--- src/rtl/eth_pkg.sv ---
// Shared Ethernet receive constants and the frame-engine state encoding.
package eth_pkg;
    localparam logic [7:0]  PREAMBLE    = 8'h55;
    localparam logic [7:0]  SFD         = 8'hD5;
    localparam logic [31:0] CRC_POLY    = 32'hEDB88320;
    localparam logic [31:0] CRC_INIT    = 32'hFFFFFFFF;
    localparam logic [31:0] CRC_RESIDUE = 32'hDEBB20E3;

    typedef enum logic [1:0] {IDLE, PRE, DATA, DROP} state_t;
endpackage

--- src/rtl/rgmii_rx_if.sv ---
// RGMII receive pad-side nibbles in, payload stream and frame counters out.
interface rgmii_rx_if;
    logic [3:0]  rxd_r;
    logic [3:0]  rxd_f;
    logic        rxctl_r;
    logic        rxctl_f;
    logic [7:0]  out_data;
    logic        out_valid;
    logic        out_last;
    logic        out_err;
    logic [15:0] frame_ok;
    logic [15:0] frame_bad;

    modport master (output rxd_r, rxd_f, rxctl_r, rxctl_f,
                    input  out_data, out_valid, out_last, out_err, frame_ok, frame_bad);
    modport slave  (input  rxd_r, rxd_f, rxctl_r, rxctl_f,
                    output out_data, out_valid, out_last, out_err, frame_ok, frame_bad);
endinterface

--- src/rtl/eth_crc32_d8.sv ---
// One-byte step of the reflected Ethernet CRC-32, shared with the transmit FCS generator.
module eth_crc32_d8
    import eth_pkg::*;
(
    input  logic [31:0] i_crc,
    input  logic [7:0]  i_data,
    output logic [31:0] o_crc
);
    always_comb begin
        o_crc = i_crc;
        for (int i = 0; i < 8; i++) begin
            o_crc = (o_crc[0] ^ i_data[i]) ? ((o_crc >> 1) ^ CRC_POLY) : (o_crc >> 1);
        end
    end
endmodule

--- src/rtl/rgmii_rx.sv ---
// RGMII receive frame engine: strips preamble/SFD and FCS, checks CRC-32 and length,
// and delivers payload bytes with end-of-frame status plus good/bad frame counters.
module rgmii_rx
    import eth_pkg::*;
#(
    parameter int MIN_LEN = 64,
    parameter int MAX_LEN = 1518
) (
    input  logic       rxclk,
    input  logic       rstn,
    rgmii_rx_if.slave  bus
);
    localparam logic [10:0] LP_MIN = 11'(MIN_LEN);
    localparam logic [10:0] LP_MAX = 11'(MAX_LEN);

    logic [7:0]  w_byte;
    logic        w_dv;
    logic        w_er;
    logic [31:0] w_crc_nxt;
    logic        w_frame_bad;

    state_t          r_state;
    logic [31:0]     r_crc;
    logic [10:0]     r_len;
    logic            r_err;
    logic [4:0][7:0] r_dly;
    logic [7:0]      r_data;
    logic            r_valid;
    logic            r_last;
    logic            r_oerr;
    logic [15:0]     r_ok;
    logic [15:0]     r_bad;

    assign w_byte = {bus.rxd_f, bus.rxd_r};
    assign w_dv   = bus.rxctl_r;
    assign w_er   = bus.rxctl_r ^ bus.rxctl_f;
    assign w_frame_bad = (r_crc != CRC_RESIDUE) | r_err | (r_len < LP_MIN);

    eth_crc32_d8 u_crc (
        .i_crc  (r_crc),
        .i_data (w_byte),
        .o_crc  (w_crc_nxt)
    );

    always_ff @(posedge rxclk or negedge rstn) begin
        if (!rstn) begin
            r_state <= IDLE;
            r_crc   <= CRC_INIT;
            r_len   <= '0;
            r_err   <= 1'b0;
            r_dly   <= '0;
            r_data  <= '0;
            r_valid <= 1'b0;
            r_last  <= 1'b0;
            r_oerr  <= 1'b0;
            r_ok    <= '0;
            r_bad   <= '0;
        end else begin
            r_valid <= 1'b0;
            r_last  <= 1'b0;
            r_oerr  <= 1'b0;
            case (r_state)
                IDLE, PRE: begin
                    if (!w_dv) begin
                        r_state <= IDLE;
                    end else if (w_byte == PREAMBLE) begin
                        r_state <= PRE;
                    end else if (w_byte == SFD) begin
                        r_state <= DATA;
                        r_crc   <= CRC_INIT;
                        r_len   <= '0;
                        r_err   <= 1'b0;
                    end else begin
                        r_state <= DROP;
                        r_bad   <= r_bad + 16'd1;
                    end
                end
                DATA: begin
                    if (w_dv) begin
                        r_crc <= w_crc_nxt;
                        r_dly <= {r_dly[3:0], w_byte};
                        r_len <= (r_len == 11'h7FF) ? r_len : r_len + 11'd1;
                        if (w_er) r_err <= 1'b1;
                        // Four FCS bytes plus one pending must be held before anything leaves.
                        if (r_len >= 11'd5) begin
                            r_valid <= 1'b1;
                            r_data  <= r_dly[4];
                        end
                        if (r_len == LP_MAX) begin
                            r_last  <= 1'b1;
                            r_oerr  <= 1'b1;
                            r_bad   <= r_bad + 16'd1;
                            r_state <= DROP;
                        end
                    end else begin
                        r_state <= IDLE;
                        if (r_len >= 11'd5) begin
                            r_valid <= 1'b1;
                            r_last  <= 1'b1;
                            r_data  <= r_dly[4];
                            r_oerr  <= w_frame_bad;
                            if (w_frame_bad) r_bad <= r_bad + 16'd1;
                            else             r_ok  <= r_ok + 16'd1;
                        end else begin
                            r_bad <= r_bad + 16'd1;
                        end
                    end
                end
                DROP: begin
                    if (!w_dv) r_state <= IDLE;
                end
                default: r_state <= IDLE;
            endcase
        end
    end

    assign bus.out_data  = r_data;
    assign bus.out_valid = r_valid;
    assign bus.out_last  = r_last;
    assign bus.out_err   = r_oerr;
    assign bus.frame_ok  = r_ok;
    assign bus.frame_bad = r_bad;
endmodule

--- src/flat_wrapper.sv ---
// flat-port wrapper written by rule: the top's interface ports become plain ports
module rgmii_rx_flat import eth_pkg::*;
#(
    parameter int MIN_LEN = 64,
    parameter int MAX_LEN = 1518
)
  (rxclk, rstn, bus_rxd_r, bus_rxd_f, bus_rxctl_r, bus_rxctl_f, bus_out_data, bus_out_valid, bus_out_last, bus_out_err, bus_frame_ok, bus_frame_bad);
  rgmii_rx_if bus_i ();
  input  logic rxclk;
  input  logic rstn;
  input wire logic [$bits(bus_i.rxd_r)-1:0] bus_rxd_r;
  input wire logic [$bits(bus_i.rxd_f)-1:0] bus_rxd_f;
  input wire logic [$bits(bus_i.rxctl_r)-1:0] bus_rxctl_r;
  input wire logic [$bits(bus_i.rxctl_f)-1:0] bus_rxctl_f;
  output wire logic [$bits(bus_i.out_data)-1:0] bus_out_data;
  output wire logic [$bits(bus_i.out_valid)-1:0] bus_out_valid;
  output wire logic [$bits(bus_i.out_last)-1:0] bus_out_last;
  output wire logic [$bits(bus_i.out_err)-1:0] bus_out_err;
  output wire logic [$bits(bus_i.frame_ok)-1:0] bus_frame_ok;
  output wire logic [$bits(bus_i.frame_bad)-1:0] bus_frame_bad;
  assign bus_i.rxd_r = bus_rxd_r;
  assign bus_i.rxd_f = bus_rxd_f;
  assign bus_i.rxctl_r = bus_rxctl_r;
  assign bus_i.rxctl_f = bus_rxctl_f;
  assign bus_out_data = bus_i.out_data;
  assign bus_out_valid = bus_i.out_valid;
  assign bus_out_last = bus_i.out_last;
  assign bus_out_err = bus_i.out_err;
  assign bus_frame_ok = bus_i.frame_ok;
  assign bus_frame_bad = bus_i.frame_bad;
  rgmii_rx #(.MIN_LEN(MIN_LEN), .MAX_LEN(MAX_LEN)) u_core (.rxclk(rxclk), .rstn(rstn), .bus(bus_i));
endmodule
--- config.mk ---
export PLATFORM = sky130hd
export DESIGN_NAME = rgmii_rx_flat
export DESIGN_NICKNAME = d
export VERILOG_FILES = /design/src/rtl/eth_pkg.sv /design/src/rtl/rgmii_rx_if.sv /design/src/rtl/eth_crc32_d8.sv /design/src/rtl/rgmii_rx.sv /design/src/flat_wrapper.sv
export SDC_FILE = /design/constraint.sdc
export NUM_CORES = 1
export LEC_CHECK = 0
export BUFFER_PORTS_ARGS = -buffer_cell sky130_fd_sc_hd__buf_2
export CELL_PAD_IN_SITES_DETAIL_PLACEMENT = 0
export CELL_PAD_IN_SITES_GLOBAL_PLACEMENT = 1
export CORE_ASPECT_RATIO = 0.8
export CORE_MARGIN = 2
export CORE_UTILIZATION = 47
export DETAILED_ROUTE_END_ITERATION = 12
export HOLD_SLACK_MARGIN = 0.12
export PLACE_DENSITY = 0.84
export SLEW_MARGIN = 20
export SYNTH_ARGS = -nofsm -noshare
export SYNTH_HDL_FRONTEND = slang
export SYNTH_SLANG_ARGS = --single-unit
--- constraint.sdc ---
create_clock -name rxclk -period 3.55 [get_ports rxclk]
set_clock_uncertainty 0.2 [all_clocks]
set_input_delay 0.71 -clock rxclk [delete_from_list [all_inputs] [get_ports rxclk]]
set_output_delay 0.71 -clock rxclk [all_outputs]
set_load 0.03 [all_outputs]
==> flow_summary.yaml, run 1 <==
outcome:
  status: "complete, no violations"
clock_network:
  clock_latency_ns: 0.41
  ctsHoldBuffers: 1
  clkSinkCount: 129
  cts-buffers-inserted: 17
  cts.clk_slew.worst_paths_ns: 0.05
  tritoncts: "built"
  clockBufferDepth: 2
  h-tree-depth: 4
  cts_resized: 0
  post_cts_buffers: 0
  cts_root_buf: "clkbuf_16"
timing:
  slew_headroom_pct: 38.0
  finalSetupTns_ns: 0
  max_freq_mhz: 320
  slew_violations: 0
  hold_viol_final: 0
  worst_slew_pin_slew_ns: 0.930
  rsz0062_at_grt: "false"
  setup_viol: 0
  period_needed_ns: 3.12
  timing.final.crit_share_pct: 87.9
power:
  p_per_area_mw_per_mm2: 955
  p_leak_uw: 0.00345
  vdd_drop_max_v: 0.000637
detailed_routing:
  highest_layer: "met4"
  first_iter_violations: 370
  vias: 4302
  met1_length_um: 6280
  remaining_drc_errors: 0
  wl_met2_um: 5950
  wirelength_um: 12800
  postRouteAntennaNets: 0
  dr.pass1.iters: 5
  wl_per_cell_um: 15.3
  vias_per_cell: 5.14
  dr_wl_met3_um: 428
placement:
  io_buffers: 54
  gp_congestion: 0.890
  place_area_mm2: 0.00665
  dp_hpwl_um: 8670
synthesis:
  synthFlopType: "dfrtp_1"
  syn-num-nets: 602
  synth_compound_area_share_pct: 5.19
  ys_seq_area_share_pct: 53.3
  synth_edf_count: 0
  synth-simple-area-share_pct: 19.7
  yosys.area_share.adder_pct: 1.02
  syn-cell-area_mm2: 0.00613
  syn_inst: 585
  synth_top_cell_by_area: "dfrtp_1"
  ys_ff_latch: 129
  synth_top_family_by_area: "simple AND/OR/NAND/NOR gates"
  synth_top_cells_by_area: "dfrtp_1 40%, dfstp_2 14%, xnor2_1 11%"
  synth.distinct_cells: 47
  ys_warn_count: 0
  synthArstFlopShare_pct: 100
  muxShareOfSynthArea_pct: 1.84
  synth_xor_area_share_pct: 16.9
  syn_avg_cell_area_um2: 10.5
  synth_top_area_share_pct: 39.6
cells_and_area:
  multi_input_area_mm2: 0.00275
  area_growth_pct: 19.4
  nets: 666
  drive_above_1_share_pct: 25.1
  register_area_mm2: 0.00327
  insertedDiodeCount: 0
  finalInstanceArea_mm2: 0.00732
  final.fill_count: 1096
floorplan:
  dieArea_mm2: 0.0140
  die_w_um: 132
  fp.dieH_um: 106
  ios: 55
  start_util_pct: 48.0
  rows: 37
  core_area_mm2: 0.0128
setup_path:
  cp-start-kind: "flip-flop"
  worstPathCellList: "or4bb_1, nor4_1, and4b_1, and4_1, nand4_1, xnor2_1"
  required_ns: 3.64
  critPathSlowestCell: "nor4_1"
  cp-end-kind: "flip-flop"
  reg2regPathDepth: 6
  crit_type: "reg2reg"
  crit_fanout: 7
  arrival_ns: 3.21
  critPathMaxStageDelay_ns: 0.55
hold_path:
  hold_depth: 1
  min_path_type: "reg2reg"
global_routing:
  grt_pass1_vias: 4378
  grt_util_all_layers_pct: 19.5
  gr-total-overflow: 0
  grt_pass1_wl_um: 21700
  antenna_found_initial: 0
  grt_max_degree: 62
flow_run:
  max_cap_viol_count: 0
[cell usage after synthesis, types with 2 or more instances]
master,instances
dfstp_2,32
a21oi_1,27
nand3_2,7
or4bb_1,2
nand2_1,134
o31ai_1,2
xor2_1,29
and2_1,2
nor2_1,48
a31oi_1,4
o22a_1,5
mux2_2,10
dfrtp_1,97
nand4_1,11
o21ai_0,5
buf_6,2
inv_1,4
or2_2,3
and4b_1,2
and3_1,11
nand3_1,7
xnor2_2,5
nor3_1,7
nand4b_1,3
xnor2_1,74
ha_1,5
clkbuf_1,17
and4_1,8
buf_2,4
[registers in the layout, summed over array words and instances (netlist names)]
signal / cells
u_core.bus.out_valid: 1
u_core.bus.out_last: 1
u_core.r_dly: 40
u_core.bus.out_data: 8
u_core.r_len: 11
u_core.bus.frame_bad: 16
u_core.bus.frame_ok: 16
u_core.r_err: 1
u_core.bus.out_err: 1
u_core.r_state: 2
u_core.r_crc: 32
[worst max-delay path: cells and delay by family (launching register included)]
family,cells,cell delay (ns)
and+or+nand+nor,5,2.12
DFF,1,0.54
xor gates and xnor gates,1,0.15
[cell type report]
cell class,count,share of cell area [%]
clock inverters,13,2.86
flip-flops and latches,129,44.7
repair buffers,68,5.54
inverters,5,0.256
well taps,175,2.99
clock buffers,19,6.19
multi-input cells,428,37.5
[kinds of logic after synthesis]
logic type / after synthesis
and+or+nand+nor: 254
buffers and inverters: 28
muxes: 10
adders and majority gates: 5
AOI/OAI and AO/OA: 49
xor gates and xnor gates: 110
DFF: 129
[path summary, 6_finish.rpt]
path,from,endpoint,slack [ns]
hold / removal,u_core.bus.frame_ok[15],u_core.bus.frame_ok[15],0.26
hold reg to reg,u_core.bus.frame_ok[15],u_core.bus.frame_ok[15],0.26
max in group asynchronous,rstn,u_core.bus.frame_ok[15],1.74
setup / recovery,u_core.r_crc[23],u_core.bus.frame_ok[15],0.43
min in group asynchronous,rstn,u_core.r_dly[26],0.59
setup reg to reg,u_core.r_crc[23],u_core.bus.frame_ok[15],0.43
[per-layer routing]
metal | vias to the layer above | GRT usage [%]
met1 | 2134 | 27.4
met3 | 16 | 3.67
met5 | - | 0
met4 | 0 | 7.38
met2 | 85 | 30.1
li1 | 2067 | -
[where the power goes]
group	total, uW	switching, uW	internal (uW)
registers	2330	350	1980
clock network	1940	652	1280
logic	2720	1470	1250
[per-stage QoR]
stage | setup WS [ns] | utilization (%) | hold slack, ns | power [uW] | cells
3_3_place_gp | 0.507 | 52.0 | 0.252 | 5010 | 804
3_5_place_dp | 0.419 | 52.0 | 0.251 | 5050 | 804
5_1_grt | 0.282 | 57.3 | 0.278 | 7370 | 837
6_report | 0.430 | 57.3 | 0.264 | 6990 | 837
4_1_cts | 0.406 | 57.3 | 0.267 | 7030 | 837
2_1_floorplan | 0.929 | - | 0.214 | 4400 | 585
[placed cells by master (no fill, tap or decap), types with 7 or more instances in the layout]
cell,Yosys,layout
a21oi_1,27,27
and3_1,11,11
and4_1,8,8
buf_2,4,53
buf_4,0,12
clkbuf_16,0,17
dfrtp_1,97,97
dfstp_2,32,32
mux2_2,10,10
nand2_1,134,134
nand3_1,7,7
nand3_2,7,7
nand4_1,11,11
nor2_1,48,46
nor3_1,7,7
xnor2_1,74,74
xor2_1,29,29
(Power assumes the default switching activity.)
==> run 2: changes to the inputs <==
--- a/config.mk
+++ b/config.mk
@@ -10,10 +10,10 @@
 export CELL_PAD_IN_SITES_GLOBAL_PLACEMENT = 1
 export CORE_ASPECT_RATIO = 0.8
 export CORE_MARGIN = 2
-export CORE_UTILIZATION = 47
+export CORE_UTILIZATION = 42
 export DETAILED_ROUTE_END_ITERATION = 12
 export HOLD_SLACK_MARGIN = 0.12
-export PLACE_DENSITY = 0.84
+export PLACE_DENSITY = 0.8
 export SLEW_MARGIN = 20
 export SYNTH_ARGS = -nofsm -noshare
 export SYNTH_HDL_FRONTEND = slang
==> constraint.sdc (replaced) <==
create_clock -name rxclk -period 2.64 [get_ports rxclk]
set_clock_uncertainty 0.2 [all_clocks]
set_input_delay 0.528 -clock rxclk [delete_from_list [all_inputs] [get_ports rxclk]]
set_output_delay 0.528 -clock rxclk [all_outputs]
set_load 0.03 [all_outputs]
==> flow_summary.yaml, run 2 (synthesized netlist as in run 1, its figures left out) <==
setup_path:
  critPathMaxStageDelay_ns: 0.55
  required_ns: 2.73
  r2r_start: "u_core.r_crc[13]"
  cp-end-kind: "flip-flop"
  arrival_ns: 2.69
  reg2regPathDepth: 6
  crit_fanout: 7
  worstPathCellList: "or4bb_4, nor4_4, and4b_2, and4_4, nand4_1, xnor2_1"
  r2r_slack_ns: 0.05
  worstReg2RegEnd: "u_core.bus.frame_ok[15]"
  cp-start-kind: "flip-flop"
  critPathSlowestCell: "or4bb_4"
  crit_family: "simple AND/OR/NAND/NOR gates"
  crit_type: "reg2reg"
  path_buf_inv: 0
hold_path:
  hold_depth: 3
  min_path_type: "in2reg"
  hold_path_end: "u_core.r_dly[3]"
  hold_start: "bus_rxd_r[3]"
power:
  switching_power_uw: 3350
  seq_power_share_pct: 33.5
  comb_power_share_pct: 42.8
  switching_share_pct: 36.4
  pwr-share-clk_pct: 23.7
  p_per_area_mw_per_mm2: 1230
  p_leak_uw: 0.00357
  vdd_drop_max_v: 0.000902
  internal-power_uw: 5850
detailed_routing:
  dr.pass1.iters: 6
  vias_per_cell: 4.98
  postRouteAntennaNets: 0
  wl_per_cell_um: 15.0
  first_iter_violations: 266
  remaining_drc_errors: 0
  wirelength_um: 13200
  vias: 4354
floorplan:
  die_w_um: 139
  rows: 39
  fp.dieH_um: 112
  core_area_mm2: 0.0142
  ios: 55
  start_util_pct: 43.0
  dieArea_mm2: 0.0156
timing:
  max_freq_mhz: 386
  slew_violations: 0
  timing.final.crit_share_pct: 98.2
  slew_headroom_pct: 44.4
  whs_ns: 0.157
  finalSetupTns_ns: 0
  hold_viol_final: 0
  setup_viol: 0
  period_needed_ns: 2.59
  worst_slew_pin_slew_ns: 0.831
cells_and_area:
  final.fill_count: 1274
  largest_reg_flops: 40
  final_cell_mix: "134 x nand2_1, 97 x dfrtp_1, 74 x xnor2_1, 53 x buf_2, 46 x nor2_1"
  top_register: "u_core.r_dly"
  insertedDiodeCount: 0
  final_common_cell: "nand2_1"
  area_growth_pct: 22.5
  instances_no_fill: 875
  nets: 695
  top_regs: "u_core.r_dly x40, u_core.r_crc x32"
  drive_above_1_share_pct: 29.1
clock_network:
  clkSinkCount: 129
  cts.clk_slew.worst_paths_ns: 0.06
  h-tree-depth: 4
  cts-buffers-inserted: 17
  tritoncts: "built"
  cts_root_buf: "clkbuf_16"
  clock_latency_ns: 0.41
  clockBufferDepth: 2
placement:
  gp_congestion: 0.797
  dpl.cell_count: 841
  dp_hpwl_um: 9090
  io_buffers: 54
global_routing:
  grt_util_all_layers_pct: 17.8
  grt_max_degree: 74
  gr-total-overflow: 0
  antenna_found_initial: 0
  grt_pass1_vias: 4444
  grt_pass1_wl_um: 22300
flow_run:
  max_cap_viol_count: 0
outcome:
  status: "complete, no violations"
## run 2: cell count changes in the layout (fill, tap and decap cells not counted), moves of 3 or more
cell       previous run  this run
buf_12                2         5
bufinv_16             5         1
buf_4                12        38
clkinv_2              2         6
## run 2: repair_timing
| action | 4_1_cts | 5_1_grt |
|---|---|---|
| gates resized for setup | 4 | 4 |
| setup endpoints to repair | 12 | 13 |
| endpoints found under the hold margin | 28 | 0 |
| setup buffers | 0 | 1 |
| pin swaps | 1 | 3 |
| hold buffers | 1 | 0 |
## run 2: layout make-up
cell class              count  area, um^2  share of cell area, %
inverters                   5        18.8                  0.250
flip-flops and latches    129        3270                   43.5
repair buffers             97         661                   8.80
multi-input cells         428        2770                   36.9
clock inverters            14         116                   1.55
clock buffers              18         439                   5.85
well taps                 184         230                   3.07
## run 2: worst max path at each step
stage,start,to,slack (ns),cells after the start
floorplan,u_core.r_crc[23],u_core.bus.frame_ok[15],0.07,8
global placement,u_core.r_crc[13],u_core.bus.frame_ok[15],-0.08,6
detailed placement,u_core.r_crc[23],u_core.bus.frame_ok[15],-0.13,6
CTS,u_core.r_crc[23],u_core.bus.frame_ok[6],0.04,6
global route,u_core.r_crc[13],u_core.bus.frame_ok[15],-0.002,6
finish,u_core.r_crc[13],u_core.bus.frame_ok[15],0.05,6
## run 2: worst min-delay path, cell delays in order
cell,delay [ns]
buf_2,0.11
nand2_1,0.05
nand2_1,0.05
## run 2: metrics by stage
step / setup slack, ns / utilization [%] / area (um^2) / total power (uW)
finish: 0.0481 / 52.7 / 7510 / 9200
global route: -0.00175 / 52.7 / 7510 / 9790
CTS: 0.0355 / 52.5 / 7480 / 9250
detailed placement: -0.128 / 48.5 / 6910 / 7010
global placement: -0.0779 / 48.5 / 6910 / 6920
floorplan: 0.0699 / - / 6130 / 5920
## run 2: routing by layer
layer	vias up	track usage (%)	part of all wire, %
met3	9	3.97	3.4
met4	0	4.85	0.88
met2	69	27.3	46
met5	-	0	0
met1	2146	25.8	50
li1	2130	-	-
## run 2: power groups by stage
stage	registers (uW)	clock network (uW)	logic (uW)
CTS	3080	2230	3940
global route	3150	2330	4310
global placement	3080	0	3840
finish	3090	2180	3930
floorplan	3230	0	2690
detailed placement	3110	0	3900
==> run 3: changes to the inputs <==
--- a/config.mk
+++ b/config.mk
@@ -5,15 +5,17 @@
 export SDC_FILE = /design/constraint.sdc
 export NUM_CORES = 1
 export LEC_CHECK = 0
+export ABC_AREA = 1
 export BUFFER_PORTS_ARGS = -buffer_cell sky130_fd_sc_hd__buf_2
 export CELL_PAD_IN_SITES_DETAIL_PLACEMENT = 0
 export CELL_PAD_IN_SITES_GLOBAL_PLACEMENT = 1
 export CORE_ASPECT_RATIO = 0.8
 export CORE_MARGIN = 2
-export CORE_UTILIZATION = 42
+export CORE_UTILIZATION = 40
+export CTS_CLUSTER_SIZE = 12
 export DETAILED_ROUTE_END_ITERATION = 12
 export HOLD_SLACK_MARGIN = 0.12
-export PLACE_DENSITY = 0.8
+export PLACE_DENSITY = 0.81
 export SLEW_MARGIN = 20
 export SYNTH_ARGS = -nofsm -noshare
 export SYNTH_HDL_FRONTEND = slang
==> flow_summary.yaml, run 3 <==
placement:
  gp_congestion: 0.890
  io_buffers: 54
  post-place-ws_ns: 0.427
  dp_hpwl_um: 12500
synthesis:
  synth.distinct_cells: 38
  synth_edf_count: 0
  synthArstFlopShare_pct: 100
  syn-cell-area_mm2: 0.00734
  synthFlopType: "dfrtp_1"
  synth_top_cell_by_area: "dfrtp_1"
  syn_inst: 981
  synth_commonest_cells: "351 x nand2_1, 106 x inv_1, 97 x dfrtp_1"
  ys_seq_area_share_pct: 44.5
  syn_avg_cell_area_um2: 7.48
  synth_top_cells_by_area: "dfrtp_1 33%, nand2_1 18%, dfstp_2 11%"
  yosysMostFrequentCell: "nand2_1"
  synth_top_area_share_pct: 33.1
  ys_ff_latch: 129
  syn-num-nets: 998
  ys_warn_count: 0
setup_path:
  cp-start-kind: "flip-flop"
  crit_fanout: 36
  crit_type: "reg2reg"
  arrival_ns: 2.26
  cp-end-kind: "flip-flop"
  required_ns: 2.74
timing:
  max_freq_mhz: 464
  slew_violations: 0
  slew_headroom_pct: 65.2
  hold_viol_final: 0
  finalSetupTns_ns: 0
  period_needed_ns: 2.16
  whs_ns: 0.178
  timing.final.crit_share_pct: 81.7
  layout_setup_ws_ns: 0.484
  worst_slew_pin_slew_ns: 0.521
  rsz0062_at_grt: "false"
  setup_viol: 0
hold_path:
  min_path_type: "in2reg"
global_routing:
  grt_pass1_wl_um: 30000
  gr-total-overflow: 0
  grt_max_degree: 56
  grt_pass1_vias: 5801
  grt_util_all_layers_pct: 19.3
  antenna_found_initial: 0
clock_network:
  cts_root_buf: "clkbuf_16"
  clkSinkCount: 129
  cts.clk_slew.worst_paths_ns: 0.06
  post_cts_buffers: 0
  tritoncts: "built"
  cts-buffers-inserted: 17
  h-tree-depth: 4
  clock_latency_ns: 0.42
  cts_resized: 0
  clockBufferDepth: 2
  ctsHoldBuffers: 1
floorplan:
  core_area_mm2: 0.0181
  ios: 55
  dieArea_mm2: 0.0194
  rows: 44
  start_util_pct: 40.6
  fp.dieH_um: 125
  die_w_um: 155
detailed_routing:
  remaining_drc_errors: 0
  postRouteAntennaNets: 0
  wirelength_um: 17600
  wl_per_cell_um: 13.7
  first_iter_violations: 409
  dr.pass1.iters: 5
  vias: 6206
  vias_per_cell: 4.81
cells_and_area:
  area_growth_pct: 15.5
  register_area_mm2: 0.00327
  insertedDiodeCount: 0
  top_regs: "u_core.r_dly x40, u_core.r_crc x32"
  largest_reg_flops: 40
  multi_input_area_mm2: 0.00345
  nets: 1064
  top_register: "u_core.r_dly"
  final_common_cell: "nand2_1"
  drive_above_1_share_pct: 16.5
  final_cell_mix: "351 x nand2_1, 106 x inv_1, 97 x dfrtp_1, 68 x nand3_1, 53 x buf_2"
  final.fill_count: 1841
power:
  pwr-share-clk_pct: 26.0
  comb_power_share_pct: 35.7
  p_per_area_mw_per_mm2: 983
  total_power_uw: 8330
  vdd_drop_max_v: 0.000389
  p_leak_uw: 0.00421
  switching_share_pct: 39.8
  switching_power_uw: 3320
  internal-power_uw: 5020
  seq_power_share_pct: 38.2
outcome:
  status: "complete, no violations"
flow_run:
  max_cap_viol_count: 0
## run 3: cell types whose count changed after synthesis, moves of 9 or more
cell      previous run  this run
xnor2_1             74        22
and3_1              11         0
nand2_1            134       351
clkbuf_1            17         8
inv_2                1        16
xor2_1              29        44
o21ai_1              0        20
nor3_1               7        18
o21ai_0              5        51
nand3_1              7        68
mux2_2              10         0
inv_1                4       106
a21oi_1             27        16
## run 3: routing by layer
metal	up-vias	part of all wire, %	global-route usage, %
met5	-	0	0
met2	122	41	27.1
met1	2848	53	29.4
met4	0	1.3	5.40
li1	3216	-	-
met3	20	4.5	4.61
## run 3: cell families (layout without fill, tap and decap cells)
group           Yosys count  in the layout  synth area share (%)
xor+xnor                 67             67                  8.10
simple gates            530            530                  30.8
fa+ha+maj                 5              5                 0.853
buf+inv                 151            230                  8.54
compound gates           99             99                  7.11
flops                   129            129                  44.5
## run 3: path summary, 6_finish.rpt
path                       slack (ns)  cells after the start              from                       to
max                              0.48                      8  u_core.r_crc[28]  u_core.bus.frame_ok[11]
min                              0.18                      4       bus_rxctl_f             u_core.r_err
max reg2reg                      0.48                      8  u_core.r_crc[28]  u_core.bus.frame_ok[11]
min reg2reg                      0.27                      2  u_core.r_dly[20]         u_core.r_dly[20]
max in group asynchronous        1.12                      3              rstn         u_core.r_crc[26]
min in group asynchronous        0.44                      2              rstn         u_core.r_dly[20]
## run 3: worst max-delay path: stages (launching register included)
cell,delay (ns)
dfstp_2,0.58
nand4_1,0.10
nor2_1,0.17
nand2_1,0.12
nor2_2,0.14
nand4_2,0.21
buf_4,0.33
nand2_1,0.11
o21ai_1,0.07
## run 3: per-stage QoR
stage / instance area, um^2 / std cells / utilization (%)
after global routing: 8470 / 1290 / 46.9
final: 8470 / 1290 / 46.9
after floorplan: 7340 / 981 / -
after global placement: 7920 / 1257 / 43.9
after detailed placement: 7920 / 1257 / 43.9
after CTS: 8470 / 1290 / 46.9
## run 3: power groups by stage
stage                     Clock [uW]  Sequential [uW]  Combinational, uW
after global placement             0             3200               2930
after detailed placement           0             3210               2960
after global routing            2310             3270               3420
final                           2170             3180               2980
after CTS                       2220             3180               2980
after floorplan                    0             3280               2060
## run 3: area by class of cell
type,count,area share [%]
Tap cell,230,3.40
Multi-Input combinational cell,701,40.7
Clock inverter,11,0.975
Sequential cell,129,38.6
Inverter,123,5.45
Clock buffer,21,5.43
Timing Repair Buffer,75,5.45
